[src/rtl/lc3_regfile_cc_if.sv]
// lc3_regfile_cc_if: register-file bus; master drives ld_reg/dr/sr1/sr2/bus_in/ld_cc/ld_ben/ir_nzp, slave returns sr1_out/sr2_out/nzp/ben
interface lc3_regfile_cc_if #(
  parameter int DATA_W = 16,
  parameter int AW     = 3
);
  logic              ld_reg;
  logic [AW-1:0]     dr;
  logic [AW-1:0]     sr1;
  logic [AW-1:0]     sr2;
  logic [DATA_W-1:0] bus_in;
  logic              ld_cc;
  logic              ld_ben;
  logic [2:0]        ir_nzp;
  logic [DATA_W-1:0] sr1_out;
  logic [DATA_W-1:0] sr2_out;
  logic [2:0]        nzp;
  logic              ben;
  modport master (
    output ld_reg, dr, sr1, sr2, bus_in, ld_cc, ld_ben, ir_nzp,
    input  sr1_out, sr2_out, nzp, ben
  );
  modport slave (
    input  ld_reg, dr, sr1, sr2, bus_in, ld_cc, ld_ben, ir_nzp,
    output sr1_out, sr2_out, nzp, ben
  );
endinterface

[src/rtl/lc3_regfile_cc.sv]
// lc3_regfile_cc: LC-3 R0..R7 + NZP + BEN; ports clk, rst (sync high), bus (slave: writes, two comb reads, nzp, ben); REGFILE_BYPASS_EN enables write-first read forwarding
module lc3_regfile_cc #(
  parameter int DATA_W = 16,
  parameter int NREG   = 8,
  parameter int AW     = 3
) (
  input logic                clk,
  input logic                rst,
  lc3_regfile_cc_if.slave    bus
);
  logic [DATA_W-1:0] regs [NREG];
  logic [2:0]        nzp_q;
  logic              ben_q;
  logic [2:0]        nzp_d;
  always_comb begin
    nzp_d = {bus.bus_in[DATA_W-1], bus.bus_in == '0, ~bus.bus_in[DATA_W-1] & (|bus.bus_in)};
  end
  always_ff @(posedge clk) begin
    if (rst) begin
      for (int i = 0; i < NREG; i++) regs[i] <= '0;
      nzp_q <= 3'b010;
      ben_q <= 1'b0;
    end else begin
      if (bus.ld_reg) regs[bus.dr] <= bus.bus_in;
      if (bus.ld_cc) nzp_q <= nzp_d;
      if (bus.ld_ben) ben_q <= |(bus.ir_nzp & nzp_q);
    end
  end
`ifdef REGFILE_BYPASS_EN
  assign bus.sr1_out = (bus.ld_reg && bus.dr == bus.sr1) ? bus.bus_in : regs[bus.sr1];
  assign bus.sr2_out = (bus.ld_reg && bus.dr == bus.sr2) ? bus.bus_in : regs[bus.sr2];
`else
  assign bus.sr1_out = regs[bus.sr1];
  assign bus.sr2_out = regs[bus.sr2];
`endif
  assign bus.nzp = nzp_q;
  assign bus.ben = ben_q;
endmodule

[src/flat_wrapper.sv]
// flat-port wrapper written by rule: the top's interface ports become plain ports
module lc3_regfile_cc_flat 
#(
  parameter int DATA_W = 16,
  parameter int NREG   = 8,
  parameter int AW     = 3
)
  (clk, rst, bus_ld_reg, bus_dr, bus_sr1, bus_sr2, bus_bus_in, bus_ld_cc, bus_ld_ben, bus_ir_nzp, bus_sr1_out, bus_sr2_out, bus_nzp, bus_ben);
  lc3_regfile_cc_if #(.DATA_W(DATA_W), .AW(AW)) bus_i ();
  input logic clk;
  input logic rst;
  input wire logic [$bits(bus_i.ld_reg)-1:0] bus_ld_reg;
  input wire logic [$bits(bus_i.dr)-1:0] bus_dr;
  input wire logic [$bits(bus_i.sr1)-1:0] bus_sr1;
  input wire logic [$bits(bus_i.sr2)-1:0] bus_sr2;
  input wire logic [$bits(bus_i.bus_in)-1:0] bus_bus_in;
  input wire logic [$bits(bus_i.ld_cc)-1:0] bus_ld_cc;
  input wire logic [$bits(bus_i.ld_ben)-1:0] bus_ld_ben;
  input wire logic [$bits(bus_i.ir_nzp)-1:0] bus_ir_nzp;
  output wire logic [$bits(bus_i.sr1_out)-1:0] bus_sr1_out;
  output wire logic [$bits(bus_i.sr2_out)-1:0] bus_sr2_out;
  output wire logic [$bits(bus_i.nzp)-1:0] bus_nzp;
  output wire logic [$bits(bus_i.ben)-1:0] bus_ben;
  assign bus_i.ld_reg = bus_ld_reg;
  assign bus_i.dr = bus_dr;
  assign bus_i.sr1 = bus_sr1;
  assign bus_i.sr2 = bus_sr2;
  assign bus_i.bus_in = bus_bus_in;
  assign bus_i.ld_cc = bus_ld_cc;
  assign bus_i.ld_ben = bus_ld_ben;
  assign bus_i.ir_nzp = bus_ir_nzp;
  assign bus_sr1_out = bus_i.sr1_out;
  assign bus_sr2_out = bus_i.sr2_out;
  assign bus_nzp = bus_i.nzp;
  assign bus_ben = bus_i.ben;
  lc3_regfile_cc #(.DATA_W(DATA_W), .NREG(NREG), .AW(AW)) u_core (.clk(clk), .rst(rst), .bus(bus_i));
endmodule
[config.mk]
export PLATFORM = sky130hd
export DESIGN_NAME = lc3_regfile_cc_flat
export DESIGN_NICKNAME = d
export VERILOG_FILES = /design/src/rtl/lc3_regfile_cc_if.sv /design/src/rtl/lc3_regfile_cc.sv /design/src/flat_wrapper.sv
export SDC_FILE = /design/constraint.sdc
export NUM_CORES = 1
export LEC_CHECK = 0
export ABC_AREA = 1
export CELL_PAD_IN_SITES_DETAIL_PLACEMENT = 2
export CELL_PAD_IN_SITES_GLOBAL_PLACEMENT = 2
export CORE_UTILIZATION = 32
export DETAILED_ROUTE_END_ITERATION = 6
export GPL_TIMING_DRIVEN = 0
export PLACE_DENSITY = 0.83
export SYNTH_ARGS = -nofsm -noshare
export SYNTH_HDL_FRONTEND = slang
export SYNTH_SLANG_ARGS = --single-unit
[constraint.sdc]
create_clock -name clk -period 1.6 [get_ports clk]
set_input_delay 0.16 -clock clk [delete_from_list [all_inputs] [get_ports clk]]
set_output_delay 0.16 -clock clk [all_outputs]
set_load 0.005 [all_outputs]
==> metrics <==
result of the run finished with violations; failing checks DRC, setup timing; most frequently used flop master after synthesis sky130_fd_sc_hd__edfxtp_1; worst-case hold slack roughly 0.30 ns; area of the core 21960 sq um; Post-Syn Area 7189 sq um; power share of the sequential group 43.4%; number of global-route vias before repair around 7400; maximum number of pins on one net before global-route repair 17; mean post-synth cell area about 8.9 sq um; port bufs 62; unique cell type count in the Yosys netlist 19; number of buffers inserted during clock tree synthesis 17; highest clock frequency the design can meet 532.2 MHz; peak ir drop on the vdd network between 0.0007 and 0.0008 V; relative contribution of combinational cells to total power 17.4%; DRT Pass-1 Iters 7; Die Outline Area 23070 sq um; DRC Markers 8; RePlAce Congestion 0.8509; RSZ-0062 raised after global routing yes; slowest CP cell sky130_fd_sc_hd__edfxtp_1; placed wire-length estimate 20.55 mm; buffer cell driving the clock tree root sky130_fd_sc_hd__clkbuf_16; final count of pins violating max slew 0; internal power 6.877 mW; number of primary I/O pins 69; H-tree levels 4; ratio of final minimum period to clock period 117.4%; sequence of cells on the critical path inv_2 > a21oi_1 > o21ai_0 > nand3_2 > and2_4 > buf_6; final hold vios 0; TritonCTS sink count between 100 and 150; crit-path max FO 2; number of register bits inferred by synthesis 132; biggest cell delay along the critical path 0.40 ns; worst min path class primary input to register; GRT Util Overall 26.17%; vias post-DR 6815; # Max-Cap Violations 0; post-route ant nets 0; endpoint arrival time on the critical path 1.72 ns; number of flops mapped to enable cells by yosys around 130; number of nets in the synthesized netlist 841; post-route total power ~9.5 mW; Clock transition at path regs 0.06 ns; core occupancy in the finished layout 42.86%; count of synthesis-stage warnings from yosys 0; final worst clock skew 0.001757 ns; antenna violations before repair 0; clock network latency to the later pin of the worst-skew pair 0.44 ns; dominant delay contributor by cell family on the critical path flip-flops; iteration-0 DRC count of the detailed router approximately 530; switching power summed over all nets 2.666 mW; Placement Rows 54; final worst slack -0.2791 ns; number of buffers inserted by hold repair at cts 0; type of the worst setup path register to output pin; count of inserted antenna diode cells 0; effective utilization at floorplan 32.74%; routed wire length 31.18 mm; Static Leakage 3.713 nW; number of failing setup endpoints in the final timing report 32; CTS tree built; transition time at the pin with the least slew margin 0.7661 ns; maximum number of buffers from clock root to sink 2; Post-Syn Instances 808; die span in x 151.9 microns; share of flip-flops with an asynchronous set or reset after synthesis 0%; ratio of total power to cell area slightly above 1000 nW/um^2; Data required, critical path 1.44 ns; clock share of power 39.2%; Worst setup SP type register; most common cell after layout, fill and taps aside sky130_fd_sc_hd__nor2_1; final net count 945; Bufs and invs on worst path 2; proportion of synthesized chip area in sequential cells 54.58%; wire length of the first global-routing pass ~44 mm; synthesis-to-layout area growth 30.91%; shortest period the worst path allows 1.879 ns; worst-case headroom to the max-slew limit 48.92%; Die Height between 150 and 200 microns; gr ovfl total 0; commonest cells after routing, fill and taps aside sky130_fd_sc_hd__nor2_1 (140), sky130_fd_sc_hd__edfxtp_1 (128), sky130_fd_sc_hd__nand2_1 (62); wire length per cell 25.87 microns; fraction of final layout cells sized beyond drive strength 1 31.35%; switching share of total power 27.93%; CP Capture Type output pin; Via density 5.656
==> stage by stage <==
step	setup WS, ns	cells	area, sq um	TNS (ns)
floorplan	0.09206	808	7189	0
global placement	-0.9666	1150	8160	-127.07
detailed placement	-1.041	1150	8160	-142.17
CTS	-0.1869	1196	9075	-3.006
global route	-0.3116	1205	9412	-5.326
finish	-0.2791	1205	9412	-3.779
==> worst register-to-register path, stage by stage, from the launching register on <==
cell and delay [ns]:
sky130_fd_sc_hd__dfxtp_1 0.33, sky130_fd_sc_hd__a21oi_1 0.14, sky130_fd_sc_hd__o21ai_0 0.10
==> cell type report <==
type	instances	area, sq um
clock inverters	4	20.02
clock buffers	28	526.8
multi-input cells	535	3161
repair buffers	82	788.3
flip-flops and latches	132	3924
plain buffers	56	311.5
fillers	2331	12550
well taps	280	350.3
inverters	88	330.3
==> timing repair <==
item,in CTS,in global routing
gates resized for setup,285,83
hold endpoints to repair,0,0
gates cloned,0,4
buffers inserted,14,6
endpoints found under the setup margin,160,160
pin swaps,71,63
==> Yosys cell counts, types with 2 or more instances <==
cell	number	area, sq um
sky130_fd_sc_hd__a21oi_1	66	330.3
sky130_fd_sc_hd__and2_1	32	200.2
sky130_fd_sc_hd__buf_2	45	225.2
sky130_fd_sc_hd__buf_6	4	45.04
sky130_fd_sc_hd__clkbuf_1	7	26.28
sky130_fd_sc_hd__dfxtp_1	4	80.08
sky130_fd_sc_hd__edfxtp_1	128	3844
sky130_fd_sc_hd__inv_1	88	330.3
sky130_fd_sc_hd__nand2_1	84	315.3
sky130_fd_sc_hd__nand2_2	8	50.05
sky130_fd_sc_hd__nand3_1	64	320.3
sky130_fd_sc_hd__nor2_1	143	536.8
sky130_fd_sc_hd__nor2_4	2	22.52
sky130_fd_sc_hd__o211ai_1	57	427.9
sky130_fd_sc_hd__o211ai_2	7	87.58
sky130_fd_sc_hd__o21ai_0	64	320.3
sky130_fd_sc_hd__o21ai_1	3	15.01
==> flip-flops by register name, summed over array words and instances, names as in the netlist <==
| name | cells |
|---|---|
| u_core.regs | 128 |
| u_core.bus.ben | 1 |
| u_core.bus.nzp | 3 |
==> layer usage <==
layer  track usage, %  share of wire [%]  vias up
met2            44.47                 51      264
met3            4.335                5.3       59
met4            12.54                3.0        0
met5                0                  0        -
li1                 -                  -     2982
met1            32.44                 41     3510
==> power by group through the flow <==
stage	Combinational [mW]	Sequential (mW)	Clock, mW
after floorplan	0.700	4.14	0
after global placement	1.30	4.16	0
after detailed placement	1.35	4.18	0
after CTS	1.49	4.12	3.67
after global routing	1.76	4.16	3.86
final	1.66	4.14	3.74
==> cell families after synthesis <==
logic type             after synthesis  share of synthesized area, %
AO/OA/AOI/OAI                      198                         16.55
buffers and inverters              145                         8.771
flip-flops                         132                         54.58
AND/OR/NAND/NOR                    333                         20.10
==> worst paths after layout <==
kind                     start                 to  slack (ns)  cells after the start
max reg2reg  u_core.bus.nzp[1]  u_core.bus.nzp[1]        0.91                      2
max          u_core.regs[5][5]     bus_sr1_out[5]       -0.28                      6
min              bus_ir_nzp[1]     u_core.bus.ben        0.30                      3
min reg2reg  u_core.bus.nzp[1]     u_core.bus.ben        0.52                      2
Note: power is estimated with default switching activity, not from simulation.
